===== src/rtl/ripple_count_sampler_if.sv =====
// Output stream of the ripple count sampler: settled count, wrap count,
// valid/ready handshake and the sticky overrun flag.
interface ripple_count_sampler_if #(
    parameter int WIDTH     = 4,
    parameter int EXT_WIDTH = 4
);
    logic                 out_valid;
    logic                 out_ready;
    logic [WIDTH-1:0]     out_count;
    logic [EXT_WIDTH-1:0] out_wraps;
    logic                 overrun;

    modport master (
        output out_valid,
        output out_count,
        output out_wraps,
        output overrun,
        input  out_ready
    );

    modport slave (
        input  out_valid,
        input  out_count,
        input  out_wraps,
        input  overrun,
        output out_ready
    );
endinterface


===== src/rtl/ripple_count_sampler.sv =====
// Synchronizes an asynchronous ripple counter, rejects transient codes and
// emits each settled new value once, tagged with a rollover count.
module ripple_count_sampler #(
    parameter int WIDTH         = 4,
    parameter int STABLE_CYCLES = 2,
    parameter int EXT_WIDTH     = 4
) (
    input  logic                        clk,
    input  logic                        reset,
    input  logic [WIDTH-1:0]            cnt_in,
    ripple_count_sampler_if.master      out
);

    localparam int STAB_W = (STABLE_CYCLES > 1) ? $clog2(STABLE_CYCLES) : 1;
    localparam logic [STAB_W-1:0] STAB_MAX = STAB_W'(STABLE_CYCLES - 1);

    logic [WIDTH-1:0]     s2_sync;

    logic [WIDTH-1:0]     cand_reg,    cand_next;
    logic [STAB_W-1:0]    stab_reg,    stab_next;
    logic [WIDTH-1:0]     cur_reg,     cur_next;
    logic [EXT_WIDTH-1:0] wraps_reg,   wraps_next;
    logic [WIDTH-1:0]     count_reg,   count_next;
    logic [EXT_WIDTH-1:0] owraps_reg,  owraps_next;
    logic                 valid_reg,   valid_next;
    logic                 overrun_reg, overrun_next;

    logic accept;
    logic slot_free;

    // Two-flop synchronizer per bit; the ripple bits settle independently,
    // so multi-bit coherence is left to the stability filter below.
    genvar gi;
    generate
        for (gi = 0; gi < WIDTH; gi++) begin : g_sync
            logic s1_bit_reg;
            logic s2_bit_reg;

            always_ff @(posedge clk) begin
                if (reset) begin
                    s1_bit_reg <= 1'b0;
                    s2_bit_reg <= 1'b0;
                end else begin
                    s1_bit_reg <= cnt_in[gi];
                    s2_bit_reg <= s1_bit_reg;
                end
            end

            assign s2_sync[gi] = s2_bit_reg;
        end
    endgenerate

    always_comb begin
        cand_next    = cand_reg;
        stab_next    = stab_reg;
        cur_next     = cur_reg;
        wraps_next   = wraps_reg;
        count_next   = count_reg;
        owraps_next  = owraps_reg;
        valid_next   = valid_reg;
        overrun_next = overrun_reg;

        // Candidate restarts its stability run whenever the sample changes.
        if (s2_sync != cand_reg) begin
            cand_next = s2_sync;
            stab_next = '0;
        end else if (stab_reg != STAB_MAX) begin
            stab_next = stab_reg + 1'b1;
        end

        accept    = (s2_sync == cand_reg) && (stab_reg == STAB_MAX) && (cand_reg != cur_reg);
        slot_free = !valid_reg || out.out_ready;

        if (accept) begin
            cur_next = cand_reg;
            if (cand_reg < cur_reg) begin
                wraps_next = wraps_reg + 1'b1;
            end
            // A full slot keeps its beat; cur and wraps still advance so the
            // next delivered beat carries the correct cumulative state.
            if (slot_free) begin
                count_next  = cand_reg;
                owraps_next = wraps_next;
                valid_next  = 1'b1;
            end else begin
                overrun_next = 1'b1;
            end
        end else if (out.out_ready) begin
            valid_next = 1'b0;
        end
    end

    always_ff @(posedge clk) begin
        if (reset) begin
            cand_reg    <= '0;
            stab_reg    <= '0;
            cur_reg     <= '0;
            wraps_reg   <= '0;
            count_reg   <= '0;
            owraps_reg  <= '0;
            valid_reg   <= 1'b0;
            overrun_reg <= 1'b0;
        end else begin
            cand_reg    <= cand_next;
            stab_reg    <= stab_next;
            cur_reg     <= cur_next;
            wraps_reg   <= wraps_next;
            count_reg   <= count_next;
            owraps_reg  <= owraps_next;
            valid_reg   <= valid_next;
            overrun_reg <= overrun_next;
        end
    end

    assign out.out_valid = valid_reg;
    assign out.out_count = count_reg;
    assign out.out_wraps = owraps_reg;
    assign out.overrun   = overrun_reg;

endmodule

===== src/flat_wrapper.sv =====
// flat-port wrapper written by rule: the top's interface ports become plain ports
module ripple_count_sampler_flat 
#(
    parameter int WIDTH         = 4,
    parameter int STABLE_CYCLES = 2,
    parameter int EXT_WIDTH     = 4
)
  (clk, reset, cnt_in, out_out_valid, out_out_count, out_out_wraps, out_overrun, out_out_ready);
  ripple_count_sampler_if #(.WIDTH(WIDTH), .EXT_WIDTH(EXT_WIDTH)) out_i ();
  input  logic clk;
  input  logic reset;
  input  logic [WIDTH-1:0] cnt_in;
  output wire logic [$bits(out_i.out_valid)-1:0] out_out_valid;
  output wire logic [$bits(out_i.out_count)-1:0] out_out_count;
  output wire logic [$bits(out_i.out_wraps)-1:0] out_out_wraps;
  output wire logic [$bits(out_i.overrun)-1:0] out_overrun;
  input wire logic [$bits(out_i.out_ready)-1:0] out_out_ready;
  assign out_out_valid = out_i.out_valid;
  assign out_out_count = out_i.out_count;
  assign out_out_wraps = out_i.out_wraps;
  assign out_overrun = out_i.overrun;
  assign out_i.out_ready = out_out_ready;
  ripple_count_sampler #(.WIDTH(WIDTH), .STABLE_CYCLES(STABLE_CYCLES), .EXT_WIDTH(EXT_WIDTH)) u_core (.clk(clk), .reset(reset), .cnt_in(cnt_in), .out(out_i));
endmodule

===== config.mk =====
export PLATFORM = sky130hd
export DESIGN_NAME = ripple_count_sampler_flat
export DESIGN_NICKNAME = d
export VERILOG_FILES = /design/src/rtl/ripple_count_sampler_if.sv /design/src/rtl/ripple_count_sampler.sv /design/src/flat_wrapper.sv
export SDC_FILE = /design/constraint.sdc
export NUM_CORES = 1
export LEC_CHECK = 0
export ABC_AREA = 1
export BUFFER_PORTS_ARGS = -buffer_cell sky130_fd_sc_hd__clkbuf_2
export CAP_MARGIN = 5
export CORE_UTILIZATION = 45
export DETAILED_ROUTE_END_ITERATION = 8
export GPL_ROUTABILITY_DRIVEN = 0
export GPL_TIMING_DRIVEN = 0
export MAX_ROUTING_LAYER = met4
export SLEW_MARGIN = 40
export SYNTH_ARGS = -nofsm -noshare
export SYNTH_HDL_FRONTEND = slang
export SYNTH_SLANG_ARGS = --single-unit

===== constraint.sdc =====
create_clock -name clk -period 1.9 [get_ports clk]
set_input_delay 0.285 -clock clk [delete_from_list [all_inputs] [get_ports clk]]
set_output_delay 0.285 -clock clk [all_outputs]
set_load 0.02 [all_outputs]

==> impl_results.md <==
* I/O Buffers at 15
* Drt wl/cell at roughly 9.7 µm
* Post-synth EDFFs at 0
* #FFs+latches synth at 31
* Largest net degree at the start of global routing at 11
* Flop pwr share at 56.3%
* Worst Clk Skew at between 6 and 7 ps
* Hold Path Class: in -> reg
* Core area at ~2800 µm²
* Finish-stage setup viols at 0
* Layout cells sized above 1 at around a fifth
* WHS Path Cells at 3
* Overall global routing resource usage at between 15 and 20%
* Global route overflow at 0
* Pin slew with the least headroom to its limit at a little over 400 ps
* Post-route cell area at ~1500 µm²
* Top cell type by total area after synthesis: dfxtp_1
* Final count of pins violating max slew at 0
* RSZ-0062 raised after global routing: no
* Switching Power at 344 µW
* FF+latch area at slightly above 600 µm²
* Max Fclk at 0.634 GHz
* Vias in the first global route at approximately 1.1k
* Cts bufs inserted at 5
* Worst R2R Setup Slack at 320 ps
* Via count at 1090
* Syn nets at 198
* Rows at 19
* Sw frac at approximately 28%
* Outcome: completed
* Antenna violations before repair at 0
* Period utilization at between 80% and 90%
* Commonest cells post-synth: nand2_1 (39), nor2_1 (38), inv_1 (32)
* I/O Pins at 17
* N_diodes at 0
* Drt pass-1 iters at 4
* R2R depth at 8
* DRT iter0 DRCs at 19
* H-tree lvl count at 2
* Final hold violation count at 0
* Hold Crit Start: cnt_in[3]
* Total Die Area at approximately 3300 µm²
* Top cell type's share of synthesized area at between 40 and 50%
* Total Power at 1230 µW
* Synth Warn # at 0
* Clock Power Share at just under 30%
* Top-count cell post-synth: nand2_1
* Multi-input logic area at a little under 600 µm²
* Post-Place Cell Area at about 1500 µm²
* Endpoint, Worst Hold: u_core.g_sync[3].s1_bit_reg
* Arrival time worst endpoint at about 1800 ps
* First-pass GRT wire length at ~4.3 mm
* Netlist Area Pre-Place at between 1000 and 1500 µm²
* Non-Filler Instances at 240
* Postcts setup bufs at 0
* Die X at about 57 µm
* Clock latency on the worst-skew pair at between 300 and 400 ps
* Logic pwr share at around 14%
* Critical path endpoint category: flip-flop
* Cell-internal power at between 800 and 900 µW
* DPL Wire Length at 1.71 mm
* # clock sinks at 31
* Fin crit period at 1580 ps
* ANT nets after route at 0
* Drt drc at 0
* Top_reg_cell synth: dfxtp_1
* CP max FO at 10
* WP data required at 2140 ps
* Relative slew slack at between 70% and 80%
* Maxcap violations at 0
* Cell Pwr Density at roughly 800 nW/µm²
* Yosys cell types at 26
* Register area share after synthesis at 44.8%
* CTS tree: yes
* Syn_area_per_cell at ~7.4 µm²
* Clock Root Buffer: clkbuf_4
* Setup WS post-layout at 323 ps
* Reg2reg start: u_core.cand_reg[2]
* Synth async-reset ratio at 0%
* Via density at about 4.5
* Total routed wirelength at around 2.3 mm
* Starting Density at between 40% and 50%
* Reg-to-reg endpoint: u_core.out.out_wraps[2]
* Critical Setup Path Class: reg -> reg
* Post_cts resized at 0
* Synth Instances at about 190
* Fillers at approximately 280
* Peak VDD IR at 0.468 mV
* Final #Nets at between 200 and 250
* Ranking of synthesized cells by area: dfxtp_1 (45%), nand2_1 (11%), nor2_1 (10%), inv_1 (8.7%), ha_1 (4.5%)
* Place WS at 283 ps
* Placed Instances at about 230
* Setup TNS at 0 ps
* Hold buffers post-CTS at 0
* Startpoint types: flip-flop
* Clock transition at the registers of the reported paths at about 100 ps
* Layout area overhead at 11.8%
* Die Ht at about 57 µm
* CTS Buffer Depth at 2
* Pleak at roughly 0.00078 µW
==> final cells by class <==
| cell class | instances | area share [%] |
|---|---|---|
| Clock buffer | 7 | 2.91 |
| Inverter | 35 | 8.48 |
| Sequential cell | 31 | 40.1 |
| Buffer | 5 | 2.83 |
| Clock inverter | 1 | 0.323 |
| Tap cell | 31 | 2.50 |
| Multi-Input combinational cell | 115 | 38.0 |
| Timing Repair Buffer | 15 | 4.85 |
==> placed cells by master (no fill, tap or decap) <==
| cell type | n |
|---|---|
| inv_1 | 32 |
| o21ai_0 | 5 |
| clkbuf_1 | 4 |
| buf_6 | 2 |
| dfxtp_1 | 31 |
| nand2_1 | 39 |
| nand2_2 | 3 |
| clkbuf_4 | 5 |
| or2_2 | 1 |
| clkbuf_8 | 1 |
| xor2_1 | 1 |
| inv_2 | 2 |
| a21oi_2 | 1 |
| o21bai_2 | 1 |
| clkinv_1 | 1 |
| nand4_2 | 1 |
| clkinv_2 | 1 |
| o21ai_1 | 2 |
| clkbuf_2 | 15 |
| ha_1 | 5 |
| nor2_4 | 1 |
| a21oi_1 | 7 |
| nand2_4 | 1 |
| nand3_1 | 4 |
| nor2_2 | 2 |
| nor2_8 | 1 |
| nor2_1 | 38 |
| nand3_4 | 1 |
| xnor2_1 | 1 |
==> power by group through the flow <==
stage          registers, µW  clock network, µW  logic, µW
3_5_place_dp             710                  0        178
3_3_place_gp             708                  0        175
4_1_cts                  694                376        179
6_report                 694                362        177
5_1_grt                  699                406        202
2_1_floorplan            718                  0        129
==> layer usage <==
layer / global-route usage [%] / vias up / wire [µm] / part of all wire, %
li1: - / 598 / - / -
met1: 17.5 / 472 / 1080 / 46
met2: 30.1 / 14 / 1120 / 48
met3: 7.48 / 6 / 88 / 3.8
met4: 10.5 / 0 / 59 / 2.5
met5: - / - / 0 / 0
==> worst max path at each step <==
stage / startpoint / endpoint / slack (ps)
after floorplan: u_core.cand_reg[0] / u_core.out.out_wraps[0] / 460
after global placement: u_core.cand_reg[0] / u_core.out.out_wraps[2] / 320
after detailed placement: u_core.cand_reg[2] / u_core.out.out_wraps[2] / 280
after CTS: u_core.cand_reg[2] / u_core.out.out_wraps[2] / 270
after global routing: u_core.cand_reg[1] / u_core.wraps_reg[2] / 150
final: u_core.cand_reg[2] / u_core.out.out_wraps[2] / 320
==> metrics by stage <==
step                hold slack, ps  utilization, %
global route                   114            54.8
finish                         132            54.8
detailed placement             398            53.0
floorplan                      388               -
global placement               393            53.0
CTS                            120            54.8
==> critical path: stages, from the launching register on <==
cell	delay [ps]
dfxtp_1	430
ha_1	260
nand2_1	70
nor2_1	50
nor2_2	150
nand4_2	180
buf_6	180
nor2_1	110
nor2_1	40
==> cell families (layout without fill, tap and decap cells) <==
group / count (synthesis) / after routing / share of synthesized area [%]
simple gates: 92 / 92 / 30.3
buf+inv: 40 / 63 / 12.6
flops: 31 / 31 / 44.8
compound gates: 16 / 16 / 6.50
fa+ha+maj: 5 / 5 / 4.52
xor+xnor: 2 / 2 / 1.26
Power figures use the tool's default switching activity.
